### src/rtl/race_arbiter_array_if.sv
// Race arbiter array bundle: launch, per-channel path arrivals, and valid/ready result readout.
interface race_arbiter_array_if #(
  parameter int N_PAIRS = 8
);
  logic               start;
  logic [N_PAIRS-1:0] finished1;
  logic [N_PAIRS-1:0] finished2;
  logic               busy;
  logic               resp_valid;
  logic               resp_ready;
  logic [N_PAIRS-1:0] response;
  logic [N_PAIRS-1:0] tie;
  logic [N_PAIRS-1:0] unresolved;
  logic               timeout;

  modport master (
    output start, finished1, finished2, resp_ready,
    input  busy, resp_valid, response, tie, unresolved, timeout
  );

  modport slave (
    input  start, finished1, finished2, resp_ready,
    output busy, resp_valid, response, tie, unresolved, timeout
  );
endinterface

### src/rtl/race_arbiter_array.sv
// Parallel clocked race arbiter: arrival to decision = SYNC_STAGES+1 cycles, report 1 cycle later at most.
// Result is held in REPORT until resp_ready; start is ignored while ARMED or REPORT.
module race_arbiter_array #(
  parameter int N_PAIRS        = 8,
  parameter int SYNC_STAGES    = 2,
  parameter int TIMEOUT_CYCLES = 1024
) (
  input  logic                 clk,
  input  logic                 reset_n,
  race_arbiter_array_if.slave  arb
);

  localparam int CW = (TIMEOUT_CYCLES > 1) ? $clog2(TIMEOUT_CYCLES) : 1;
  localparam logic [CW-1:0] CNT_MAX = CW'(TIMEOUT_CYCLES - 1);

  typedef enum logic [1:0] {IDLE, ARMED, REPORT} state_t;

  state_t state;
  logic [SYNC_STAGES-1:0][N_PAIRS-1:0] sync1;
  logic [SYNC_STAGES-1:0][N_PAIRS-1:0] sync2;
  logic [N_PAIRS-1:0] decided;
  logic [N_PAIRS-1:0] response_q;
  logic [N_PAIRS-1:0] tie_q;
  logic [N_PAIRS-1:0] unresolved_q;
  logic               timeout_q;
  logic               busy_q;
  logic               valid_q;
  logic [CW-1:0]      cnt;

  logic [N_PAIRS-1:0] s1;
  logic [N_PAIRS-1:0] s2;
  logic [N_PAIRS-1:0] win1;
  logic [N_PAIRS-1:0] both;
  logic [N_PAIRS-1:0] seen;

  // Synchronisers run continuously so the chain is settled by the time start arrives.
  always_ff @(posedge clk or negedge reset_n) begin
    if (!reset_n) begin
      sync1 <= '0;
      sync2 <= '0;
    end else begin
      sync1 <= {sync1[SYNC_STAGES-2:0], arb.finished1};
      sync2 <= {sync2[SYNC_STAGES-2:0], arb.finished2};
    end
  end

  assign s1   = sync1[SYNC_STAGES-1];
  assign s2   = sync2[SYNC_STAGES-1];
  assign win1 = ~decided & s1 & ~s2;
  assign both = ~decided & s1 & s2;
  assign seen = decided | s1 | s2;

  always_ff @(posedge clk or negedge reset_n) begin
    if (!reset_n) begin
      state        <= IDLE;
      decided      <= '0;
      response_q   <= '0;
      tie_q        <= '0;
      unresolved_q <= '0;
      timeout_q    <= 1'b0;
      busy_q       <= 1'b0;
      valid_q      <= 1'b0;
      cnt          <= '0;
    end else begin
      case (state)
        IDLE: begin
          if (arb.start) begin
            state        <= ARMED;
            busy_q       <= 1'b1;
            decided      <= '0;
            response_q   <= '0;
            tie_q        <= '0;
            unresolved_q <= '0;
            timeout_q    <= 1'b0;
            cnt          <= '0;
          end
        end
        ARMED: begin
          decided    <= seen;
          response_q <= response_q | win1;
          tie_q      <= tie_q | both;
          // A last decision landing on the timeout cycle still counts as a clean finish.
          if (&seen) begin
            state     <= REPORT;
            valid_q   <= 1'b1;
            timeout_q <= 1'b0;
          end else if (cnt == CNT_MAX) begin
            state        <= REPORT;
            valid_q      <= 1'b1;
            timeout_q    <= 1'b1;
            unresolved_q <= ~seen;
          end else begin
            cnt <= cnt + 1'b1;
          end
        end
        REPORT: begin
          if (arb.resp_ready) begin
            state   <= IDLE;
            valid_q <= 1'b0;
            busy_q  <= 1'b0;
          end
        end
        default: begin
          state   <= IDLE;
          valid_q <= 1'b0;
          busy_q  <= 1'b0;
        end
      endcase
    end
  end

  assign arb.busy       = busy_q;
  assign arb.resp_valid = valid_q;
  assign arb.response   = response_q;
  assign arb.tie        = tie_q;
  assign arb.unresolved = unresolved_q;
  assign arb.timeout    = timeout_q;

endmodule

### src/flat_wrapper.sv
// flat-port wrapper written by rule: the top's interface ports become plain ports
module race_arbiter_array_flat 
#(
  parameter int N_PAIRS        = 8,
  parameter int SYNC_STAGES    = 2,
  parameter int TIMEOUT_CYCLES = 1024
)
  (clk, reset_n, arb_start, arb_finished1, arb_finished2, arb_resp_ready, arb_busy, arb_resp_valid, arb_response, arb_tie, arb_unresolved, arb_timeout);
  race_arbiter_array_if #(.N_PAIRS(N_PAIRS)) arb_i ();
  input  logic clk;
  input  logic reset_n;
  input wire logic [$bits(arb_i.start)-1:0] arb_start;
  input wire logic [$bits(arb_i.finished1)-1:0] arb_finished1;
  input wire logic [$bits(arb_i.finished2)-1:0] arb_finished2;
  input wire logic [$bits(arb_i.resp_ready)-1:0] arb_resp_ready;
  output wire logic [$bits(arb_i.busy)-1:0] arb_busy;
  output wire logic [$bits(arb_i.resp_valid)-1:0] arb_resp_valid;
  output wire logic [$bits(arb_i.response)-1:0] arb_response;
  output wire logic [$bits(arb_i.tie)-1:0] arb_tie;
  output wire logic [$bits(arb_i.unresolved)-1:0] arb_unresolved;
  output wire logic [$bits(arb_i.timeout)-1:0] arb_timeout;
  assign arb_i.start = arb_start;
  assign arb_i.finished1 = arb_finished1;
  assign arb_i.finished2 = arb_finished2;
  assign arb_i.resp_ready = arb_resp_ready;
  assign arb_busy = arb_i.busy;
  assign arb_resp_valid = arb_i.resp_valid;
  assign arb_response = arb_i.response;
  assign arb_tie = arb_i.tie;
  assign arb_unresolved = arb_i.unresolved;
  assign arb_timeout = arb_i.timeout;
  race_arbiter_array #(.N_PAIRS(N_PAIRS), .SYNC_STAGES(SYNC_STAGES), .TIMEOUT_CYCLES(TIMEOUT_CYCLES)) u_core (.clk(clk), .reset_n(reset_n), .arb(arb_i));
endmodule
### config.mk
export PLATFORM = sky130hd
export DESIGN_NAME = race_arbiter_array_flat
export DESIGN_NICKNAME = d
export VERILOG_FILES = /design/src/rtl/race_arbiter_array_if.sv /design/src/rtl/race_arbiter_array.sv /design/src/flat_wrapper.sv
export SDC_FILE = /design/constraint.sdc
export NUM_CORES = 1
export LEC_CHECK = 0
export BUFFER_PORTS_ARGS = -buffer_cell sky130_fd_sc_hd__buf_2
export CAP_MARGIN = 30
export CORE_UTILIZATION = 45
export DETAILED_ROUTE_END_ITERATION = 8
export PLACE_DENSITY_LB_ADDON = 0.05
export SLEW_MARGIN = 10
export SYNTH_ARGS = -nofsm -noshare
export SYNTH_HDL_FRONTEND = slang
export SYNTH_SLANG_ARGS = --single-unit
### constraint.sdc
create_clock -name clk -period 2.4 [get_ports clk]
set_input_delay 0.36 -clock clk [delete_from_list [all_inputs] [get_ports clk]]
set_output_delay 0.36 -clock clk [all_outputs]
set_load 0.01 [all_outputs]
==> results of run 1 <==
where the power goes:
group	switching, mW	internal (mW)	leakage (nW)
sequential	0.253	1.68	0.985
clock	0.483	0.589	0.106
combinational	0.818	0.515	0.586
total	1.55	2.78	1.68
synthesized netlist by cell type (all sizes together):
cell     n
a22o     9
or2      1
a221o    3
clkbuf   3
and2     1
a211oi   1
dfrtp   79
a21oi   20
nor2    23
nor3b    6
o21ai   12
nor3    11
nand3b   1
nand2b   1
inv     10
nand3    8
buf      3
and3     3
nor4     2
a31o     1
o21a     2
mux2     1
nand4    1
a31oi   10
ha       1
nand2   16
a21o     2
a41oi    3
metal layers:
| layer | wire length, µm | global-route usage [%] | vias to the layer above |
|---|---|---|---|
| met5 | 0 | 0 | - |
| met1 | 2610 | 24.9 | 937 |
| met2 | 2520 | 27.3 | 45 |
| li1 | - | - | 945 |
| met4 | 61 | 8.77 | 0 |
| met3 | 247 | 7.25 | 6 |
logic make-up after synthesis:
family	count (synthesis)	share of synthesized area [%]
adder cells (fa/ha/maj)	1	0.430
multiplexers	1	0.387
buffers and inverters	16	2.63
flip-flops	79	68.0
AO/OA/AOI/OAI	63	14.9
AND/OR/NAND/NOR	74	13.6
through the flow:
| step | cells | util [%] | power [mW] | setup slack, ns | cell area, µm² |
|---|---|---|---|---|---|
| finish | 369 | 57.2 | 4.34 | 0.561 | 3460 |
| global route | 369 | 57.2 | 4.65 | 0.360 | 3460 |
| CTS | 369 | 57.2 | 4.40 | 0.559 | 3460 |
| detailed placement | 353 | 53.4 | 3.31 | 0.575 | 3240 |
| global placement | 353 | 53.4 | 3.28 | 0.594 | 3240 |
| floorplan | 234 | - | 2.84 | 0.718 | 2910 |
final timing paths:
| kind | start | end | slack [ns] |
|---|---|---|---|
| setup / recovery | u_core.s2[3] | u_core.arb.unresolved[2] | 0.56 |
| hold / removal | arb_finished1[7] | u_core.sync1[7] | 0.11 |
| setup reg to reg | u_core.s2[3] | u_core.arb.unresolved[2] | 0.56 |
| hold reg to reg | u_core.sync2[4] | u_core.s2[4] | 0.35 |
| max in group asynchronous | reset_n | u_core.arb.unresolved[2] | 1.30 |
| min in group asynchronous | reset_n | u_core.sync2[3] | 0.51 |
cells in the final DEF (no fill, tap or decap), types with 2 or more instances in the layout:
cell type,instances
dfrtp_1,79
buf_2,45
nor2_1,21
a21oi_1,19
nand2_1,15
o21ai_0,11
nor3_1,10
inv_1,9
a31oi_1,9
a22o_1,9
clkbuf_8,9
nand3_1,8
nor3b_1,5
buf_4,4
and3_1,3
a221o_1,3
a41oi_1,3
nor2_2,2
nor4_2,2
o21a_1,2
a21o_1,2
bufinv_16,2
inv_6,2
registers in the layout (all words and copies together), names as in the netlist:
signal,flops
u_core.arb.resp_valid,1
u_core.arb.response,8
u_core.state,2
u_core.arb.timeout,1
u_core.decided,8
u_core.s1,8
u_core.sync1,8
u_core.s2,8
u_core.arb.unresolved,8
u_core.arb.tie,8
u_core.cnt,10
u_core.sync2,8
u_core.arb.busy,1
timing repair:
action / in CTS / in global routing
endpoints found under the setup margin: 0 / 0
buffers inserted: 0 / 0
hold buffers: 1 / 0
endpoints found under the hold margin: 34 / 0
layout make-up:
| cell class | count | area (µm²) | area share (%) |
|---|---|---|---|
| clock buffers | 9 | 124 | 3.58 |
| clock inverters | 6 | 93.8 | 2.71 |
| inverters | 10 | 37.5 | 1.08 |
| multi-input cells | 139 | 853 | 24.6 |
| flip-flops and latches | 79 | 1980 | 57.1 |
| well taps | 75 | 93.8 | 2.71 |
| repair buffers | 51 | 285 | 8.23 |
==> results_dict.tcl, run 1 <==
set metrics [dict create \
    die_h_um 82.4 \
    min_path_cells 1 \
    track_usage_pct 18.8 \
    drv_slew 0 \
    ant_nets 0 \
    io_pins 47 \
    critPathMaxStageDelay_ns 0.42 \
    hpwl_um 3590 \
    leakage_nw 1.68 \
    tns_ns 0 \
    synth_area_um2 2910 \
    die_w_um 82.4 \
    first_iter_violations 106 \
    ys_types 37 \
    power_density_nw_per_um2 1250 \
    n_fill_cell 548 \
    cts.sinks 79 \
    yosysTopAreaCellShare_pct 68.0 \
    synth_area_per_cell_um2 12.4 \
    path_class "flop to flop" \
    worst_skew_pair.late_latency_ns 0.35 \
    endpoint_kind "flop" \
    synth_nets 255 \
    fin_skew_ns 0.00711 \
    post-route-period-util_pct 76.6 \
    crit_slowest_cell "nor3_1" \
    crit_fanout 8 \
    synth_cells 234 \
    rr_worst_depth 5 \
    syn2layout_area_growth_pct 19.2 \
    numPortBuffers 46 \
    cp_cell_sequence "nor3_1 -> nor4_2 -> a21oi_1 -> o21ai_2 -> a22o_1" \
    cts_tree "built" \
    ys_seq_area_share_pct 68.0 \
    required_ns 2.63 \
    nNetsFinal 311 \
    antennaDiodeCount 0 \
    die-area_um2 6780 \
    grt_max_degree 46 \
    ctsResizeCount 0 \
    crit_buf_inv 0 \
    grt_pass1_vias 1794 \
    clock_path_buffers 2 \
    yosysTopAreaCell "dfrtp_1" \
    first_pass_iters 4 \
    synth_area_leaders "dfrtp_1, a21oi_1, a22o_1" \
    drv_cap 0 \
    start_util_pct 48.0 \
    timing.fmax_ghz 0.544 \
    rsz0062_at_grt "false" \
    cpLargestDelayFamily "compound AO/OA/AOI/OAI gates" \
    grt.overflow.total 0 \
    cp_num_cells 5 \
    synth_seq_cells 79 \
    fin_crit_ns 1.84 \
    critPathLaunchType "flop" \
    worst_pin_slew_ns 0.612 \
    drive_gt1_share_pct 27.6 \
    rows 28 \
    relSlewSlack_pct 59.1 \
    gp_congestion 0.806 \
    finalHoldViolCount 0 \
    vias 1933 \
    grt_first_pass_wirelength_um 8870 \
    setup_viol_count_final 0 \
    core-area_um2 6060 \
    cp.arrival_ns 2.07 \
    wirelength_um 5440 \
    clk_pin_slew_ns 0.08 \
    htreeDepth 3 \
    holdWs_ns 0.111 \
    wl_per_cell_um 14.8 \
    drc 0 \
    cts_buffers 9 \
    cts_root_buffer "clkbuf_8" \
    hold_path.class "primary input to flop" \
    synth-warning-count 0 \
    antenna_found_initial 0 \
    vias_per_cell 5.24 \
    peakVddDrop_uv 590 \
    status "finished clean" \
]
(Power assumes the default switching activity.)
==> inputs of run 2 (changes only) <==
--- a/config.mk
+++ b/config.mk
@@ -5,6 +5,7 @@
 export SDC_FILE = /design/constraint.sdc
 export NUM_CORES = 1
 export LEC_CHECK = 0
+export ABC_AREA = 1
 export BUFFER_PORTS_ARGS = -buffer_cell sky130_fd_sc_hd__buf_2
 export CAP_MARGIN = 30
 export CORE_UTILIZATION = 45
==> constraint.sdc (replaced) <==
create_clock -name clk -period 1.9 [get_ports clk]
set_input_delay 0.285 -clock clk [delete_from_list [all_inputs] [get_ports clk]]
set_output_delay 0.285 -clock clk [all_outputs]
set_load 0.01 [all_outputs]
==> run 2 against run 1 <==
First-iteration DRC count is 60% higher; sequential power is 17% higher; critical endpoint is now u_core.cnt[7]; via count is 13% higher; largest power group unchanged; synthesized area is 6.8% higher; synthesized cell count is 33% higher.
==> results_dict.tcl, run 2 <==
set metrics [dict create \
    crit_fanout 14 \
    cts_setup_buffers 0 \
    gp_congestion 0.825 \
    cp.arrival_ns 1.88 \
    synth-edff-count 0 \
    wirelength_um 5740 \
    p_sw_share_pct 35.4 \
    setup_viol_count_final 0 \
    required_ns 2.14 \
    tns_ns 0 \
    power_density_nw_per_um2 1420 \
    power_frac_seq_pct 43.1 \
    cts_root_buffer "clkbuf_8" \
    final_cell_mix "dfrtp_1, nand2_1, buf_2" \
    ant_nets 0 \
    peakVddDrop_uv 732 \
    internal_power_mw 3.38 \
    holdPathEnd "u_core.sync2[1]" \
    final_common_cell "dfrtp_1" \
    clock_path_buffers 2 \
    grt_max_degree 35 \
    timing.fmax_ghz 0.610 \
    numPlacedInstances 433 \
    crit_slowest_cell "dfrtp_1" \
    htreeDepth 3 \
    largest_register_ffs 10 \
    drc 0 \
    numPortBuffers 46 \
    worst_skew_pair.late_latency_ns 0.35 \
    synth-warning-count 0 \
    nNetsFinal 389 \
    min-delay-start "arb_finished2[1]" \
    grt_first_pass_wirelength_um 9830 \
    core-area_um2 6490 \
    crit_buf_inv 0 \
    synth_top_flop_cell "dfrtp_1" \
    die_h_um 85.1 \
    antennaDiodeCount 0 \
    instances_no_fill 450 \
    yosysTopAreaCell "dfrtp_1" \
    synthAdderAreaFrac_pct 0.403 \
    synth_nets 333 \
    clkPwrFrac_pct 27.1 \
    die-area_um2 7230 \
    cp_cell_sequence "ha_1 -> nand2_2 -> nor2_2 -> nand2_2 -> nor2_4 -> nor2_2 -> nand2_4 -> nand2_4 -> nand2_1 -> nand2_1" \
    cts_tree "built" \
    n_fill_cell 568 \
    fin_crit_ns 1.64 \
    synth_xor_area_share_pct 1.13 \
    grt_pass1_vias 2046 \
    synth-simple-area-share_pct 23.7 \
    yosysMostFrequentCell "dfrtp_1" \
    synth_area_um2 3100 \
    min_path_cells 1 \
    finalHoldViolCount 0 \
    synth_common_cells "dfrtp_1, nand2_1, nor2_1" \
    die_w_um 85.1 \
    synth_seq_cells 79 \
    r2r-start "u_core.cnt[0]" \
    leakage_nw 1.88 \
    clk_pin_slew_ns 0.09 \
    io_pins 47 \
    vias 2191 \
    utilization_pct 56.8 \
    antenna_found_initial 0 \
    first_pass_iters 4 \
    syn2layout_area_growth_pct 18.7 \
    pwr-share-comb_pct 29.8 \
    fin_skew_ns 0.0132 \
    r2r_slack_ns 0.26 \
    drv_slew 0 \
    status "finished clean" \
    start_util_pct 47.8 \
    synth_area_leaders "dfrtp_1, nand2_1, nor2_1" \
    worst_pin_slew_ns 0.442 \
    p_sw_mw 1.85 \
    ys_seq_area_share_pct 63.7 \
    hold_path.class "primary input to flop" \
    synth_async_sr_flop_share_pct 100 \
    synth_cells 312 \
    rows 29 \
    synth.area.mux_share_pct 0 \
    critPathMaxStageDelay_ns 0.43 \
    critPathLaunchType "flop" \
    track_usage_pct 17.9 \
    drv_cap 0 \
    vias_per_cell 4.87 \
    largest-register "u_core.cnt" \
    r2r-end "u_core.cnt[7]" \
    post-route-period-util_pct 86.3 \
    hpwl_um 3960 \
    synth_area_per_cell_um2 9.95 \
    rr_worst_depth 10 \
    path_class "flop to flop" \
    wl_per_cell_um 12.8 \
    first_iter_violations 170 \
    synth-compound-area-share_pct 6.05 \
    cts_buffers 9 \
    drive_gt1_share_pct 22.0 \
    yosysTopAreaCellShare_pct 63.7 \
    grt.overflow.total 0 \
    rsz0062_at_grt "false" \
    ys_types 28 \
    cpLargestDelayFamily "simple AND/OR/NAND/NOR gates" \
    endpoint_kind "flop" \
    synth_top_family_by_area "simple AND/OR/NAND/NOR gates" \
    relSlewSlack_pct 70.6 \
    cts.sinks 79 \
]
==> run 2: worst max path at each step <==
stage                              from               endpoint  slack (ns)  depth (start not counted)
final                     u_core.cnt[0]          u_core.cnt[7]        0.26                         10
after detailed placement  u_core.cnt[0]          u_core.cnt[8]        0.26                         10
after global routing      u_core.cnt[0]          u_core.cnt[6]         0.1                         10
after global placement    u_core.cnt[0]          u_core.cnt[8]        0.32                         10
after floorplan           u_core.cnt[0]  u_core.arb.resp_valid        0.39                         10
after CTS                 u_core.cnt[0]          u_core.cnt[6]        0.25                         10
==> run 2: worst register-to-register path, delay by kind of cell, from the launching register on <==
kind / cells / cell delay [ns]
AND/OR/NAND/NOR: 9 / 0.90
flip-flops: 1 / 0.43
adder cells (fa/ha/maj): 1 / 0.21
==> run 2: final cells by class <==
cell class,instances,area (µm²),area share [%]
Tap cell,77,96.3,2.61
Clock inverter,6,92.6,2.51
Inverter,28,105,2.85
Multi-Input combinational cell,196,970,26.3
Sequential cell,79,1980,53.6
Timing Repair Buffer,54,308,8.35
Clock buffer,10,138,3.73
==> run 2: timing repair <==
action                                  CTS  global route
endpoints found under the setup margin    0             0
resized for setup                         0             0
hold buffers                              1             0
endpoints found under the hold margin    32             0
==> run 2: cells by family (layout without fill, tap and decap cells) <==
kind of cell | Yosys count | count (layout)
AOI/OAI and AO/OA | 30 | 30
xor gates and xnor gates | 4 | 4
adders and majority gates | 1 | 1
buffers and inverters | 37 | 98
DFF | 79 | 79
and+or+nand+nor | 161 | 161
==> run 2: stage by stage <==
stage	setup slack, ns	instance area (µm²)	hold slack [ns]	total power [mW]
2_1_floorplan	0.393	3100	-0.0106	3.33
3_3_place_gp	0.317	3450	0.256	3.83
3_5_place_dp	0.265	3450	0.268	3.87
4_1_cts	0.247	3690	0.0151	5.30
5_1_grt	0.0963	3690	0.0182	5.58
6_report	0.261	3690	0.0327	5.23
==> run 2: power groups by stage <==
stage | clock network, mW | logic, mW | registers (mW)
6_report | 1.42 | 1.56 | 2.25
5_1_grt | 1.51 | 1.77 | 2.30
4_1_cts | 1.45 | 1.59 | 2.25
3_5_place_dp | 0 | 1.59 | 2.28
3_3_place_gp | 0 | 1.56 | 2.28
2_1_floorplan | 0 | 0.976 | 2.36
==> run 2: metal layers <==
metal	vias up	GRT usage (%)	share of wire, %
li1	1122	-	-
met1	1012	26.2	52
met2	49	25.2	42
met3	8	4.18	4.0
met4	0	8.32	1.7
met5	-	0	0
